==> src/rtl/knn_stream_classifier_if.sv <==
// Training-sample stream: one labelled point per in_valid & in_ready beat.
// Latency: none (wires only).
// Backpressure: the sink drives in_ready; the source holds its payload until accepted.
interface knn_stream_classifier_if #(
    parameter int COORD_W = 16,
    parameter int DIMS    = 2,
    parameter int LABEL_W = 4
);
    logic                      in_valid;
    logic                      in_ready;
    logic [DIMS*COORD_W-1:0]   in_pt;
    logic [LABEL_W-1:0]        in_label;
    logic                      in_last;

    modport master (
        output in_valid, in_pt, in_label, in_last,
        input  in_ready
    );

    modport slave (
        input  in_valid, in_pt, in_label, in_last,
        output in_ready
    );
endinterface

==> src/rtl/knn_stream_classifier.sv <==
// k-NN classifier: streams labelled points, keeps the K nearest sorted, majority-votes the class.
// Latency: sample visible in nbr_* 2 cycles after accept; done 3+K+N_LABELS cycles after the last accept.
// Backpressure: in_ready is high only in STREAM; a gap on in_valid simply stalls the stream.
module knn_stream_classifier #(
    parameter  int COORD_W  = 16,
    parameter  int DIMS     = 2,
    parameter  int K        = 10,
    parameter  int LABEL_W  = 4,
    parameter  int N_LABELS = 10,
    localparam int DIST_W   = 2*COORD_W + 2 + $clog2(DIMS),
    localparam int CW       = $clog2(K+1)
) (
    input  logic                     clk,
    input  logic                     rst,
    input  logic                     start,
    input  logic [DIMS*COORD_W-1:0]  test_pt,
    knn_stream_classifier_if.slave   in_if,
    output logic                     busy,
    output logic                     done,
    output logic [LABEL_W-1:0]       class_out,
    output logic [CW-1:0]            nbr_count,
    output logic [K*DIST_W-1:0]      nbr_dists,
    output logic [K*LABEL_W-1:0]     nbr_labels
);
    localparam int SQ_W = 2*COORD_W + 2;

    typedef enum logic [2:0] {
        IDLE, STREAM, DRAIN, VOTE, ARGMAX, DONE
    } state_t;

    state_t                   state;
    logic                     in_ready_q;
    logic [DIMS*COORD_W-1:0]  test_q;
    logic                     drain_cnt;
    logic [CW-1:0]            vi;
    logic [LABEL_W-1:0]       ai;
    logic [LABEL_W-1:0]       best;
    logic [CW-1:0]            best_cnt;
    logic [CW-1:0]            cnt [N_LABELS];

    logic [DIST_W-1:0]        nbr_dist [K];
    logic [LABEL_W-1:0]       nbr_lab  [K];
    logic                     nbr_vld  [K];

    logic                     s1_vld;
    logic [SQ_W-1:0]          s1_sq [DIMS];
    logic [LABEL_W-1:0]       s1_label;

    logic [SQ_W-1:0]          sq_next [DIMS];
    logic [DIST_W-1:0]        new_dist;
    logic [CW-1:0]            ins_pos;
    logic [DIST_W-1:0]        ins_dist [K];
    logic [LABEL_W-1:0]       ins_lab  [K];
    logic                     ins_vld  [K];
    logic                     vote_vld;
    logic [LABEL_W-1:0]       vote_lab;
    logic [CW-1:0]            arg_cnt;
    logic                     accept;

    assign in_if.in_ready = in_ready_q;
    assign accept         = in_if.in_valid & in_ready_q;

    // Sign-extend both operands first so the difference and its square never wrap.
    function automatic logic [SQ_W-1:0] sq_diff(input logic [COORD_W-1:0] p,
                                                input logic [COORD_W-1:0] t);
        logic signed [SQ_W-1:0] pe, te, df;
        pe = SQ_W'($signed(p));
        te = SQ_W'($signed(t));
        df = pe - te;
        return df * df;
    endfunction

    always_comb begin
        for (int d = 0; d < DIMS; d++) begin
            sq_next[d] = sq_diff(in_if.in_pt[d*COORD_W +: COORD_W], test_q[d*COORD_W +: COORD_W]);
        end
    end

    // Stable insertion: a new point lands after every valid entry with an equal or smaller distance.
    always_comb begin
        new_dist = '0;
        for (int d = 0; d < DIMS; d++) begin
            new_dist = new_dist + DIST_W'(s1_sq[d]);
        end
        ins_pos = '0;
        for (int i = 0; i < K; i++) begin
            if (nbr_vld[i] && (nbr_dist[i] <= new_dist)) begin
                ins_pos = ins_pos + CW'(1);
            end
        end
        for (int i = 0; i < K; i++) begin
            ins_dist[i] = nbr_dist[i];
            ins_lab[i]  = nbr_lab[i];
            ins_vld[i]  = nbr_vld[i];
        end
        for (int i = 1; i < K; i++) begin
            if (CW'(i) > ins_pos) begin
                ins_dist[i] = nbr_dist[i-1];
                ins_lab[i]  = nbr_lab[i-1];
                ins_vld[i]  = nbr_vld[i-1];
            end
        end
        for (int i = 0; i < K; i++) begin
            if (CW'(i) == ins_pos) begin
                ins_dist[i] = new_dist;
                ins_lab[i]  = s1_label;
                ins_vld[i]  = 1'b1;
            end
        end
    end

    always_comb begin
        vote_vld = 1'b0;
        vote_lab = '0;
        for (int i = 0; i < K; i++) begin
            if (vi == CW'(i)) begin
                vote_vld = nbr_vld[i];
                vote_lab = nbr_lab[i];
            end
        end
        arg_cnt = '0;
        for (int j = 0; j < N_LABELS; j++) begin
            if (ai == LABEL_W'(j)) begin
                arg_cnt = cnt[j];
            end
        end
    end

    always_ff @(posedge clk) begin
        if (!rst) begin
            state      <= IDLE;
            in_ready_q <= 1'b0;
            busy       <= 1'b0;
            done       <= 1'b0;
            class_out  <= '0;
            nbr_count  <= '0;
            test_q     <= '0;
            drain_cnt  <= 1'b0;
            vi         <= '0;
            ai         <= '0;
            best       <= '0;
            best_cnt   <= '0;
            s1_vld     <= 1'b0;
            s1_label   <= '0;
            for (int d = 0; d < DIMS; d++) s1_sq[d] <= '0;
            for (int j = 0; j < N_LABELS; j++) cnt[j] <= '0;
            for (int i = 0; i < K; i++) begin
                nbr_dist[i] <= '0;
                nbr_lab[i]  <= '0;
                nbr_vld[i]  <= 1'b0;
            end
        end else begin
            done   <= 1'b0;
            s1_vld <= accept;
            if (accept) begin
                s1_sq    <= sq_next;
                s1_label <= in_if.in_label;
            end
            if (s1_vld && (ins_pos != CW'(K))) begin
                nbr_dist <= ins_dist;
                nbr_lab  <= ins_lab;
                nbr_vld  <= ins_vld;
                if (nbr_count != CW'(K)) nbr_count <= nbr_count + CW'(1);
            end

            case (state)
                IDLE, DONE: begin
                    if (start) begin
                        state      <= STREAM;
                        in_ready_q <= 1'b1;
                        busy       <= 1'b1;
                        test_q     <= test_pt;
                        nbr_count  <= '0;
                        for (int j = 0; j < N_LABELS; j++) cnt[j] <= '0;
                        for (int i = 0; i < K; i++) begin
                            nbr_dist[i] <= '0;
                            nbr_lab[i]  <= '0;
                            nbr_vld[i]  <= 1'b0;
                        end
                    end
                end
                STREAM: begin
                    if (accept && in_if.in_last) begin
                        state      <= DRAIN;
                        in_ready_q <= 1'b0;
                        drain_cnt  <= 1'b0;
                    end
                end
                DRAIN: begin
                    if (drain_cnt) begin
                        state <= VOTE;
                        vi    <= '0;
                    end else begin
                        drain_cnt <= 1'b1;
                    end
                end
                VOTE: begin
                    // Out-of-range labels match no counter and so cast no vote.
                    for (int j = 0; j < N_LABELS; j++) begin
                        if (vote_vld && (vote_lab == LABEL_W'(j))) cnt[j] <= cnt[j] + CW'(1);
                    end
                    if (vi == CW'(K-1)) begin
                        state    <= ARGMAX;
                        ai       <= '0;
                        best     <= '0;
                        best_cnt <= '0;
                    end else begin
                        vi <= vi + CW'(1);
                    end
                end
                ARGMAX: begin
                    if (arg_cnt > best_cnt) begin
                        best     <= ai;
                        best_cnt <= arg_cnt;
                    end
                    if (ai == LABEL_W'(N_LABELS-1)) begin
                        state     <= DONE;
                        done      <= 1'b1;
                        busy      <= 1'b0;
                        class_out <= (arg_cnt > best_cnt) ? ai : best;
                    end else begin
                        ai <= ai + LABEL_W'(1);
                    end
                end
                default: state <= IDLE;
            endcase
        end
    end

    for (genvar g = 0; g < K; g++) begin : g_pack
        assign nbr_dists[g*DIST_W +: DIST_W]   = nbr_dist[g];
        assign nbr_labels[g*LABEL_W +: LABEL_W] = nbr_lab[g];
    end
endmodule

==> src/flat_wrapper.sv <==
// flat-port wrapper written by rule: the top's interface ports become plain ports
module knn_stream_classifier_flat 
#(
    parameter  int COORD_W  = 16,
    parameter  int DIMS     = 2,
    parameter  int K        = 10,
    parameter  int LABEL_W  = 4,
    parameter  int N_LABELS = 10,
    localparam int DIST_W   = 2*COORD_W + 2 + $clog2(DIMS),
    localparam int CW       = $clog2(K+1)
)
  (clk, rst, start, test_pt, busy, done, class_out, nbr_count, nbr_dists, nbr_labels, in_if_in_valid, in_if_in_pt, in_if_in_label, in_if_in_last, in_if_in_ready);
  knn_stream_classifier_if #(.COORD_W(COORD_W), .DIMS(DIMS), .LABEL_W(LABEL_W)) in_if_i ();
  input  logic clk;
  input  logic rst;
  input  logic start;
  input  logic [DIMS*COORD_W-1:0] test_pt;
  output logic busy;
  output logic done;
  output logic [LABEL_W-1:0] class_out;
  output logic [CW-1:0] nbr_count;
  output logic [K*DIST_W-1:0] nbr_dists;
  output logic [K*LABEL_W-1:0] nbr_labels;
  input wire logic [$bits(in_if_i.in_valid)-1:0] in_if_in_valid;
  input wire logic [$bits(in_if_i.in_pt)-1:0] in_if_in_pt;
  input wire logic [$bits(in_if_i.in_label)-1:0] in_if_in_label;
  input wire logic [$bits(in_if_i.in_last)-1:0] in_if_in_last;
  output wire logic [$bits(in_if_i.in_ready)-1:0] in_if_in_ready;
  assign in_if_i.in_valid = in_if_in_valid;
  assign in_if_i.in_pt = in_if_in_pt;
  assign in_if_i.in_label = in_if_in_label;
  assign in_if_i.in_last = in_if_in_last;
  assign in_if_in_ready = in_if_i.in_ready;
  knn_stream_classifier #(.COORD_W(COORD_W), .DIMS(DIMS), .K(K), .LABEL_W(LABEL_W), .N_LABELS(N_LABELS)) u_core (.clk(clk), .rst(rst), .start(start), .test_pt(test_pt), .in_if(in_if_i), .busy(busy), .done(done), .class_out(class_out), .nbr_count(nbr_count), .nbr_dists(nbr_dists), .nbr_labels(nbr_labels));
endmodule
==> config.mk <==
export PLATFORM = sky130hd
export DESIGN_NAME = knn_stream_classifier_flat
export DESIGN_NICKNAME = d
export VERILOG_FILES = /design/src/rtl/knn_stream_classifier_if.sv /design/src/rtl/knn_stream_classifier.sv /design/src/flat_wrapper.sv
export SDC_FILE = /design/constraint.sdc
export NUM_CORES = 2
export LEC_CHECK = 0
export ABC_AREA = 1
export BUFFER_PORTS_ARGS = -buffer_cell sky130_fd_sc_hd__buf_2
export CAP_MARGIN = 20
export CELL_PAD_IN_SITES_DETAIL_PLACEMENT = 0
export CELL_PAD_IN_SITES_GLOBAL_PLACEMENT = 1
export CORE_AREA = 2 2 408 410
export DETAILED_ROUTE_END_ITERATION = 10
export DIE_AREA = 0 0 410 412
export HOLD_SLACK_MARGIN = 0.05
export PLACE_DENSITY = 0.64
export SYNTH_ARGS = -nofsm -noshare
export SYNTH_HDL_FRONTEND = slang
export SYNTH_SLANG_ARGS = --single-unit
export TNS_END_PERCENT = 1
==> constraint.sdc <==
create_clock -name clk -period 22.5 [get_ports clk]
set_input_delay 4.5 -clock clk [delete_from_list [all_inputs] [get_ports clk]]
set_output_delay 4.5 -clock clk [all_outputs]
set_load 0.01 [all_outputs]
==> metrics.md <==
| Metric | Value |
|---|---|
| Io pins | `474` |
| Routed wire length | `248000 um` |
| Gr usage total | `28.8%` |
| Critical-path top delay cell | `fa_1` |
| CTS max path bufs | `3` |
| Top-area cell type share of the netlist area | `18.9%` |
| Syn Nets | `8959` |
| Setup Fix Bufs, Post-CTS | `0` |
| Final Hold Viols | `0` |
| ANT nets after route | `0` |
| Placeable core region | `164000 sq um` |
| Initial Utilization | `34.9%` |
| Unrepaired setup endpoints after global routing | `no` |
| Synth area leader | `fa_1` |
| Post-place setup slack | `8.17 ns` |
| Layout cells sized above 1 | `10.1%` |
| Worst path required time | `23.03 ns` |
| Syn avg cell area | `7.41 sq um` |
| Wire per inst | `23.9 um` |
| Crit path max fanout | `12` |
| Post-DP Area | `62200 sq um` |
| Cell mode on critical path | `nand2_1` |
| Worst-margin pin slew | `1.19 ns` |
| First-pass GRT wire length | `360000 um` |
| Worst path max stage delay | `0.52 ns` |
| Synth warn | `0` |
| Cell count after synthesis | `7745` |
| Initial antenna violation count | `9` |
| Setup WS post-layout | `8.83 ns` |
| Clock-pin transition on the worst setup and hold timing paths | `0.05 ns` |
| Worst setup SP type | `input pin` |
| Crit end category | `flip-flop` |
| Min-Delay Path Class | `flip-flop to flip-flop` |
| Resize count post-CTS | `0` |
| DP Wirelength | `193000 um` |
| Count leader, synth | `nand2_1` |
| Outcome | `complete, no violations` |
| Final global-route overflow total | `0` |
| Initial DRC Count | `4262` |
| Total vias in the final route | `53800` |
| Distinct cells, synth | `66` |
| Post-synthesis register bit count | `574` |
| TritonCTS clock tree | `built` |
| Synth Cell Area | `57400 sq um` |
| CP top delay family | `adder cells` |
| DIE WIDTH | `410 um` |
| Largest net degree at the start of global routing | `171` |
| Clk sink count | `574` |
| Final TNS setup | `0 ns` |
| Vias in the first global route | `52700` |
| Fill cells | `17500` |
| CTS HTree Levels | `3` |
| CTS root buf | `clkbuf_16` |
| Max Clock Skew | `0.0425 ns` |
| Seq/Total Area, Yosys | `20.7%` |
| Area added between synthesis and finish | `13.0%` |
| Residual DRC count | `0` |
| DIE HEIGHT | `412 um` |
| CTS buffer count | `80` |
| Worst Path Buf+Inv | `8` |
| Arrival time at the worst endpoint | `14.20 ns` |
| Die ar. | `169000 sq um` |
| Endpoints failing setup | `0` |
| Worst rel slew slack | `20.9%` |
| Routability cong. | `0.948` |
| Pre-antenna DRT Iters | `6` |
| Routed vias/inst | `5.19` |
| Finished layout cell area | `64800 sq um` |
| Total Nets Final | `9323` |
| IO Port Bufs | `473` |
| F_max | `73.2 MHz` |
| Largest cells by area after synthesis | `fa_1 19%, dfxtp_1 19%, ha_1 13%` |
| Most frequent cells after synthesis | `1467 x nand2_1, 1263 x inv_1, 901 x nor2_1` |
| Max Slew Vio Count | `0` |
| Crit Path Class | `input pin to flip-flop` |
| Post-CTS Hold Buffers | `0` |
| Number of synthesized flops with an enable pin | `40` |
| Async S/R FF share, synth | `0%` |
| Site Rows | `149` |
| Tmin final | `13.67 ns` |
| Maxcap violations | `0` |
| Period utilization | `60.7%` |
| Worst skew pair latency | `0.71 ns` |
| Synth Flop Type | `dfxtp_1` |
[state kept, by name (all words and copies together), names as in the netlist, 3 cells and up]
name / flops
u_core.s1_label: 4
u_core.s1_sq: 66
u_core.nbr_vld: 10
u_core.cnt: 40
u_core.best: 4
u_core.nbr_dists: 350
u_core.test_q: 32
u_core.state: 3
u_core.ai: 4
u_core.nbr_labels: 40
u_core.nbr_count: 4
u_core.best_cnt: 4
u_core.vi: 4
u_core.class_out: 4
[per-stage QoR]
step | hold WS [ns] | util, % | instances
after global routing | 0.486 | 39.5 | 10400
after CTS | 0.467 | 39.5 | 10400
after global placement | 0.454 | 37.8 | 10200
final | 0.466 | 39.5 | 10400
after detailed placement | 0.459 | 37.8 | 10200
after floorplan | 0.432 | - | 7745
[cell type report]
class | count | area [sq um] | area share [%]
clock buffers | 124 | 2430 | 3.75
flip-flops and latches | 574 | 11900 | 18.3
inverters | 1285 | 4840 | 7.46
multi-input cells | 5585 | 39500 | 60.9
well taps | 2189 | 2740 | 4.22
diodes | 1 | 2.50 | 0.00386
clock inverters | 20 | 234 | 0.361
repair buffers | 583 | 3230 | 4.97
[cells by family (layout without fill, tap and decap cells)]
| family | after synthesis | in the layout | share of synthesized area, % |
|---|---|---|---|
| XOR/XNOR | 145 | 145 | 2.23 |
| adder cells (fa/ha/maj) | 1141 | 1141 | 32.0 |
| flip-flops | 574 | 574 | 20.7 |
| buffers and inverters | 1586 | 2012 | 10.8 |
| other | 0 | 1 | 0 |
| AO/OA/AOI/OAI | 1351 | 1351 | 12.9 |
| AND/OR/NAND/NOR | 2948 | 2948 | 21.4 |
[cell usage in the layout, fill, tap and decap left out, types with 13 or more instances in the layout]
cell	count
nand2_1	1465
inv_1	1262
nor2_1	900
ha_1	599
a21oi_1	558
fa_1	542
dfxtp_1	534
o21ai_0	494
buf_2	473
nand3_1	283
buf_4	107
xor2_1	88
nand4_1	86
clkbuf_16	83
o211ai_1	75
nor3_1	58
xnor2_1	44
o22ai_1	42
edfxtp_1	40
a31oi_1	38
a211oi_1	26
o21ai_1	25
nand3b_1	23
nand2_2	22
nor4_1	22
clkbuf_1	21
clkbuf_8	20
or2_2	19
nand3_2	15
a21o_1	14
inv_2	13
o21a_1	13
[metal layers]
layer,track usage [%],vias to the layer above,part of all wire [%]
met3,4.45,390,6.3
met4,12.4,6,4.6
met1,37.0,26200,42
met2,48.0,1691,47
met5,0,-,0.014
li1,-,25500,-
[final timing paths]
| check | end | slack, ns | cells after the start | from |
|---|---|---|---|---|
| setup reg to reg | u_core.nbr_dists[257] | 9.23 | 61 | u_core.s1_sq[42] |
| setup / recovery | u_core.s1_sq[66] | 8.83 | 48 | in_if_in_pt[2] |
| hold reg to reg | u_core.best_cnt[3] | 0.47 | 2 | u_core.best_cnt[3] |
| hold / removal | u_core.best_cnt[3] | 0.47 | 2 | u_core.best_cnt[3] |
[worst min-delay path, stage by stage, from the launching register on]
cell     delay, ns
dfxtp_1       0.30
nand2_1       0.06
a21oi_1       0.06
Power is not shown: default switching activity piles up to over one toggle a cycle in this logic, so the estimate is an artifact.
